### src/rtl/aes_word_loader_if.sv
// Word-stream input / 128-bit block output bundle of aes_word_loader.
// The loader uses the slave modport; the upstream/downstream side uses master.
interface aes_word_loader_if;
  logic [31:0]  s_data;
  logic         s_is_key;
  logic         s_valid;
  logic         s_ready;
  logic [127:0] m_block;
  logic [127:0] m_key;
  logic         m_valid;
  logic         m_ready;

  modport slave (
    input  s_data, s_is_key, s_valid, m_ready,
    output s_ready, m_block, m_key, m_valid
  );

  modport master (
    output s_data, s_is_key, s_valid, m_ready,
    input  s_ready, m_block, m_key, m_valid
  );
endinterface

### src/rtl/aes_word_loader.sv
// Assembles 32-bit key/plaintext words into 128-bit blocks for the AES-128 core.
// Optional AES_WORD_BSWAP_EN: byte-reverse every input word before storage.
module aes_word_loader #(
  parameter int unsigned CNT_W = 16
) (
  input  logic             clk,
  input  logic             rst,
  aes_word_loader_if.slave bus,
  output logic             key_loaded,
  output logic             err,
  output logic [CNT_W-1:0] blk_count
);

  typedef enum logic {MODE_KEY = 1'b0, MODE_DATA = 1'b1} mode_e;

  mode_e            mode_q, mode_d;
  logic [1:0]       wcnt_q, wcnt_d;
  logic [95:0]      asm_q, asm_d;
  logic [127:0]     key_q, key_d;
  logic             key_loaded_q, key_loaded_d;
  logic [127:0]     m_block_q, m_block_d;
  logic [127:0]     m_key_q, m_key_d;
  logic             m_valid_q, m_valid_d;
  logic             err_q, err_d;
  logic [CNT_W-1:0] blk_count_q, blk_count_d;

  logic [31:0]  word;
  logic [127:0] full;
  mode_e        in_mode;
  logic         mismatch, last, out_free, out_beat, in_beat, s_ready_c;
  logic [1:0]   idx;

`ifdef AES_WORD_BSWAP_EN
  assign word = {bus.s_data[7:0], bus.s_data[15:8], bus.s_data[23:16], bus.s_data[31:24]};
`else
  assign word = bus.s_data;
`endif

  // A type switch mid-group restarts at word 0, so readiness follows the restarted index.
  assign in_mode  = bus.s_is_key ? MODE_KEY : MODE_DATA;
  assign mismatch = (wcnt_q != 2'd0) && (in_mode != mode_q);
  assign idx      = mismatch ? 2'd0 : wcnt_q;
  assign last     = (idx == 2'd3);
  assign out_free = !m_valid_q || bus.m_ready;
  assign out_beat = m_valid_q && bus.m_ready;
  assign in_beat  = bus.s_valid && s_ready_c;
  assign full     = {asm_q, word};

  // State register
  always_ff @(posedge clk or negedge rst) begin
    if (!rst) begin
      mode_q <= MODE_KEY;
      wcnt_q <= '0;
    end else begin
      mode_q <= mode_d;
      wcnt_q <= wcnt_d;
    end
  end

  // Next-state logic
  always_comb begin
    mode_d = mode_q;
    wcnt_d = wcnt_q;
    if (in_beat) begin
      if (idx == 2'd0) mode_d = in_mode;
      wcnt_d = idx + 2'd1;
    end
  end

  // Output logic
  always_comb begin
    s_ready_c = 1'b1;
    if (in_mode == MODE_DATA && !key_loaded_q) s_ready_c = 1'b0;
    else if (last)                             s_ready_c = out_free;
  end

  always_comb begin
    asm_d        = asm_q;
    key_d        = key_q;
    key_loaded_d = key_loaded_q;
    m_block_d    = m_block_q;
    m_key_d      = m_key_q;
    m_valid_d    = m_valid_q;
    err_d        = in_beat && mismatch;
    blk_count_d  = blk_count_q + CNT_W'(out_beat);

    if (out_beat) m_valid_d = 1'b0;

    if (in_beat) begin
      case (idx)
        2'd0:    asm_d[95:64] = word;
        2'd1:    asm_d[63:32] = word;
        2'd2:    asm_d[31:0]  = word;
        default: ;
      endcase
      if (last && in_mode == MODE_KEY) begin
        key_d        = full;
        key_loaded_d = 1'b1;
      end else if (last) begin
        m_block_d = full;
        m_key_d   = key_q;
        m_valid_d = 1'b1;
      end
    end
  end

  always_ff @(posedge clk or negedge rst) begin
    if (!rst) begin
      asm_q        <= '0;
      key_q        <= '0;
      key_loaded_q <= 1'b0;
      m_block_q    <= '0;
      m_key_q      <= '0;
      m_valid_q    <= 1'b0;
      err_q        <= 1'b0;
      blk_count_q  <= '0;
    end else begin
      asm_q        <= asm_d;
      key_q        <= key_d;
      key_loaded_q <= key_loaded_d;
      m_block_q    <= m_block_d;
      m_key_q      <= m_key_d;
      m_valid_q    <= m_valid_d;
      err_q        <= err_d;
      blk_count_q  <= blk_count_d;
    end
  end

  assign bus.s_ready = s_ready_c;
  assign bus.m_block = m_block_q;
  assign bus.m_key   = m_key_q;
  assign bus.m_valid = m_valid_q;
  assign key_loaded  = key_loaded_q;
  assign err         = err_q;
  assign blk_count   = blk_count_q;

endmodule

### src/flat_wrapper.sv
// flat-port wrapper written by rule: the top's interface ports become plain ports
module aes_word_loader_flat 
#(
  parameter int unsigned CNT_W = 16
)
  (clk, rst, key_loaded, err, blk_count, bus_s_data, bus_s_is_key, bus_s_valid, bus_m_ready, bus_s_ready, bus_m_block, bus_m_key, bus_m_valid);
  aes_word_loader_if bus_i ();
  input  logic clk;
  input  logic rst;
  output logic key_loaded;
  output logic err;
  output logic [CNT_W-1:0] blk_count;
  input wire logic [$bits(bus_i.s_data)-1:0] bus_s_data;
  input wire logic [$bits(bus_i.s_is_key)-1:0] bus_s_is_key;
  input wire logic [$bits(bus_i.s_valid)-1:0] bus_s_valid;
  input wire logic [$bits(bus_i.m_ready)-1:0] bus_m_ready;
  output wire logic [$bits(bus_i.s_ready)-1:0] bus_s_ready;
  output wire logic [$bits(bus_i.m_block)-1:0] bus_m_block;
  output wire logic [$bits(bus_i.m_key)-1:0] bus_m_key;
  output wire logic [$bits(bus_i.m_valid)-1:0] bus_m_valid;
  assign bus_i.s_data = bus_s_data;
  assign bus_i.s_is_key = bus_s_is_key;
  assign bus_i.s_valid = bus_s_valid;
  assign bus_i.m_ready = bus_m_ready;
  assign bus_s_ready = bus_i.s_ready;
  assign bus_m_block = bus_i.m_block;
  assign bus_m_key = bus_i.m_key;
  assign bus_m_valid = bus_i.m_valid;
  aes_word_loader #(.CNT_W(CNT_W)) u_core (.clk(clk), .rst(rst), .bus(bus_i), .key_loaded(key_loaded), .err(err), .blk_count(blk_count));
endmodule
### config.mk
export PLATFORM = sky130hd
export DESIGN_NAME = aes_word_loader_flat
export DESIGN_NICKNAME = d
export VERILOG_FILES = /design/src/rtl/aes_word_loader_if.sv /design/src/rtl/aes_word_loader.sv /design/src/flat_wrapper.sv
export SDC_FILE = /design/constraint.sdc
export NUM_CORES = 1
export LEC_CHECK = 0
export BUFFER_PORTS_ARGS = -buffer_cell sky130_fd_sc_hd__buf_2
export CAP_MARGIN = 40
export CORE_AREA = 5 5 257 196
export CTS_BUF_LIST = sky130_fd_sc_hd__clkbuf_4 sky130_fd_sc_hd__clkbuf_8 sky130_fd_sc_hd__clkbuf_16
export DETAILED_ROUTE_END_ITERATION = 8
export DIE_AREA = 0 0 262 201
export SETUP_SLACK_MARGIN = 0.15
export SYNTH_ARGS = -nofsm -noshare
export SYNTH_HDL_FRONTEND = slang
export SYNTH_SLANG_ARGS = --single-unit
export TNS_END_PERCENT = 50
### constraint.sdc
create_clock -name clk -period 3.2 [get_ports clk]
set_clock_uncertainty 0.1 [all_clocks]
set_input_delay 0.48 -clock clk [delete_from_list [all_inputs] [get_ports clk]]
set_output_delay 0.48 -clock clk [all_outputs]
set_load 0.01 [all_outputs]
==> flow_metrics.env <==
export IMPL_drtAntennaViolNets=0
export IMPL_p_switching_mw=5.77
export IMPL_cts_buffers=50
export IMPL_finalWeightedCongestion=0.731
export IMPL_routed_wl_um=42100
export IMPL_cts_max_level=2
export IMPL_grtUsageTotal_pct=16.0
export IMPL_ioPinCount=313
export IMPL_outcome="completed"
export IMPL_ff2ff_path_depth=8
export IMPL_die_y_um=201
export IMPL_die_w_um=262
export IMPL_ys_seq_area_share_pct=66.8
export IMPL_worst_pin_slew_ns=0.572
export IMPL_clkPwrFrac_pct=29.9
export IMPL_crit_type="register to output port"
export IMPL_relSlewSlack_pct=61.9
export IMPL_synthCells=1108
export IMPL_cts_sinks=502
export IMPL_synth_cell_types=26
export IMPL_hold_path_class="input pin to register"
export IMPL_area_growth_pct=22.8
export IMPL_hold_viol=0
export IMPL_insertion_delay_ns=0.57
export IMPL_layout_commonest_cell="dfrtp_1"
export IMPL_viasPerCell=4.84
export IMPL_cts_setup_buffers=0
export IMPL_comb_power_share_pct=22.0
export IMPL_peakVddDrop_mv=0.477
export IMPL_finalSetupTns_ns=0
export IMPL_synth_fp_nets=1151
export IMPL_rsz0062_at_grt="false"
export IMPL_final_cell_mix="502 x dfrtp_1, 311 x buf_2, 275 x mux2_2, 207 x mux2_1, 51 x clkbuf_16"
export IMPL_power_internal_mw=14.8
export IMPL_crit_path_end_kind="output port"
export IMPL_path_clk_slew_ns=0.06
export IMPL_period_minus_slack_ns=2.77
export IMPL_finalSetupViolations=0
export IMPL_first_pass_iters=4
export IMPL_power_leakage_nw=12.3
export IMPL_drive_gt1_share_pct=48.0
export IMPL_cp_start_kind="register"
export IMPL_grt_pass1_vias=11043
export IMPL_rows=70
export IMPL_cts_tree="built"
export IMPL_fin_nets=1499
export IMPL_p_total_mw=20.6
export IMPL_cp_max_fo=5
export IMPL_overflow=0
export IMPL_maxCapViolations=0
export IMPL_fmax_mhz=361
export IMPL_required_ns=2.62
export IMPL_seqPwrFrac_pct=48.1
export IMPL_grt_pass1_wl_um=67000
export IMPL_portBuffers=312
export IMPL_clockBufferDepth=3
export IMPL_core_area_um2=47900
export IMPL_syn_cell_area_um2=18800
export IMPL_reg2reg_to="u_core.asm_q[15]$_DFFE_PN0P_"
export IMPL_fillerInstances=4181
export IMPL_finalMaxSlewViolations=0
export IMPL_grt_max_degree=92
export IMPL_die_area_um2=52700
export IMPL_crit_end="bus_s_ready"
export IMPL_r2r_slack_ns=0.69
export IMPL_root_buffer="clkbuf_16"
export IMPL_netlist_area_leader_share_pct=66.8
export IMPL_via_count=10354
export IMPL_ys_warn_count=0
export IMPL_synth_area_leader_cell="dfrtp_1"
export IMPL_period_share_pct=86.7
export IMPL_start_util_pct=39.2
export IMPL_reg2reg_from="u_core.mode_q$_DFFE_PN0P_"
export IMPL_hpwl_um=28300
export IMPL_yosys_register_bits=502
export IMPL_antenna_found_initial=0
export IMPL_switching_share_pct=28.1
export IMPL_power_density_nw_per_um2=891
export IMPL_drc_errors=0
export IMPL_drt_iter0_markers=396
export IMPL_syn_avg_cell_area_um2=17.0
export IMPL_antenna_cells=0
export IMPL_cp_startpoint="u_core.mode_q$_DFFE_PN0P_"
export IMPL_synthTopCellsByArea="dfrtp_1 67%, mux2_2 16%, mux2_1 12%, buf_2 1.1%, xor2_1 0.51%"
export IMPL_crit_arrival_ns=2.19
export IMPL_wl_per_cell_um=19.7
==> state kept, by name, summed over array words and instances (netlist names) <==
signal,flops
u_core.bus.m_key,128
u_core.blk_count,16
u_core.key_loaded,1
u_core.key_q,128
u_core.wcnt_q,2
u_core.err,1
u_core.mode_q,1
u_core.asm_q,96
u_core.bus.m_valid,1
u_core.bus.m_block,128
==> worst max-delay path: stages, from the launching register on <==
cell and delay (ns):
dfrtp_1 0.38, xor2_1 0.21, nand2_1 0.15, inv_1 0.10, ha_1 0.21, and3b_2 0.33, nor2_1 0.07, buf_2 0.17
==> area by class of cell <==
type	instances	area, µm²	share of cell area [%]
Timing Repair Buffer	348	2030	8.80
Tap cell	648	811	3.51
Clock inverter	18	250	1.08
Clock buffer	70	1490	6.45
Multi-Input combinational cell	549	5920	25.6
Inverter	5	18.8	0.0813
Sequential cell	502	12600	54.4
==> layer usage <==
layer	track usage (%)	vias to the layer above	part of all wire, %
met5	0	-	0
met4	3.42	0	1.4
met3	4.25	44	5.9
met2	25.0	206	47
met1	22.7	5460	46
li1	-	4644	-
==> stage by stage <==
stage | hold WS, ns | utilization, % | worst slack (ns) | instances | instance area (µm²)
after floorplan | 0.0844 | - | 0.782 | 1108 | 18800
final | 0.0719 | 48.2 | 0.426 | 2140 | 23100
after global routing | 0.0593 | 48.2 | 0.242 | 2140 | 23100
after detailed placement | 0.367 | 44.5 | 0.397 | 2051 | 21300
after CTS | 0.0320 | 48.2 | 0.273 | 2140 | 23100
after global placement | 0.354 | 44.5 | 0.452 | 2051 | 21300
==> worst min-delay path by stage <==
stage / startpoint / to / slack [ns] / depth (start not counted)
2_1_floorplan: rst / u_core.asm_q[0]$_DFFE_PN0P_ / 0.08 / 0
6_report: bus_s_is_key / u_core.mode_q$_DFFE_PN0P_ / 0.07 / 2
4_1_cts: bus_s_is_key / u_core.mode_q$_DFFE_PN0P_ / 0.03 / 2
5_1_grt: bus_s_is_key / u_core.mode_q$_DFFE_PN0P_ / 0.06 / 2
3_5_place_dp: u_core.blk_count[15]$_DFF_PN0_ / u_core.blk_count[15]$_DFF_PN0_ / 0.37 / 1
3_3_place_gp: u_core.blk_count[15]$_DFF_PN0_ / u_core.blk_count[15]$_DFF_PN0_ / 0.35 / 1
==> cells in the mapped netlist (all sizes together) <==
| master | count |
|---|---|
| dfrtp | 502 |
| mux2 | 482 |
| buf | 51 |
| xor2 | 11 |
| nand2 | 10 |
| nor3 | 7 |
| ha | 6 |
| nor2 | 6 |
| inv | 5 |
| nand3 | 5 |
| nand4 | 5 |
| nor4 | 4 |
| xnor2 | 4 |
| nand2b | 2 |
| nor3b | 2 |
| and2 | 1 |
| and3b | 1 |
| and4 | 1 |
| clkbuf | 1 |
| mux2i | 1 |
| nor2b | 1 |
==> logic make-up (layout without fill, tap and decap cells) <==
| family | count (synthesis) | count (layout) | share of synthesized area [%] |
|---|---|---|---|
| DFF | 502 | 502 | 66.8 |
| muxes | 483 | 483 | 28.9 |
| xor gates and xnor gates | 15 | 15 | 0.699 |
| buffers and inverters | 57 | 441 | 1.68 |
| and+or+nand+nor | 45 | 45 | 1.44 |
| adders and majority gates | 6 | 6 | 0.399 |
==> power by group through the flow <==
| stage | registers (mW) | clock network, mW | logic [mW] |
|---|---|---|---|
| floorplan | 10.1 | 0 | 2.37 |
| detailed placement | 10.0 | 0 | 4.64 |
| global route | 10.2 | 6.59 | 4.98 |
| global placement | 9.95 | 0 | 4.52 |
| finish | 9.89 | 6.14 | 4.53 |
| CTS | 9.93 | 6.33 | 4.65 |
==> repair_timing <==
item                                    in CTS  in global routing
endpoints found under the hold margin       52                  0
hold buffers                                 1                  0
gates resized for setup                      0                  1
endpoints found under the setup margin       0                  1
No activity file was read; power rests on OpenSTA's default activity.
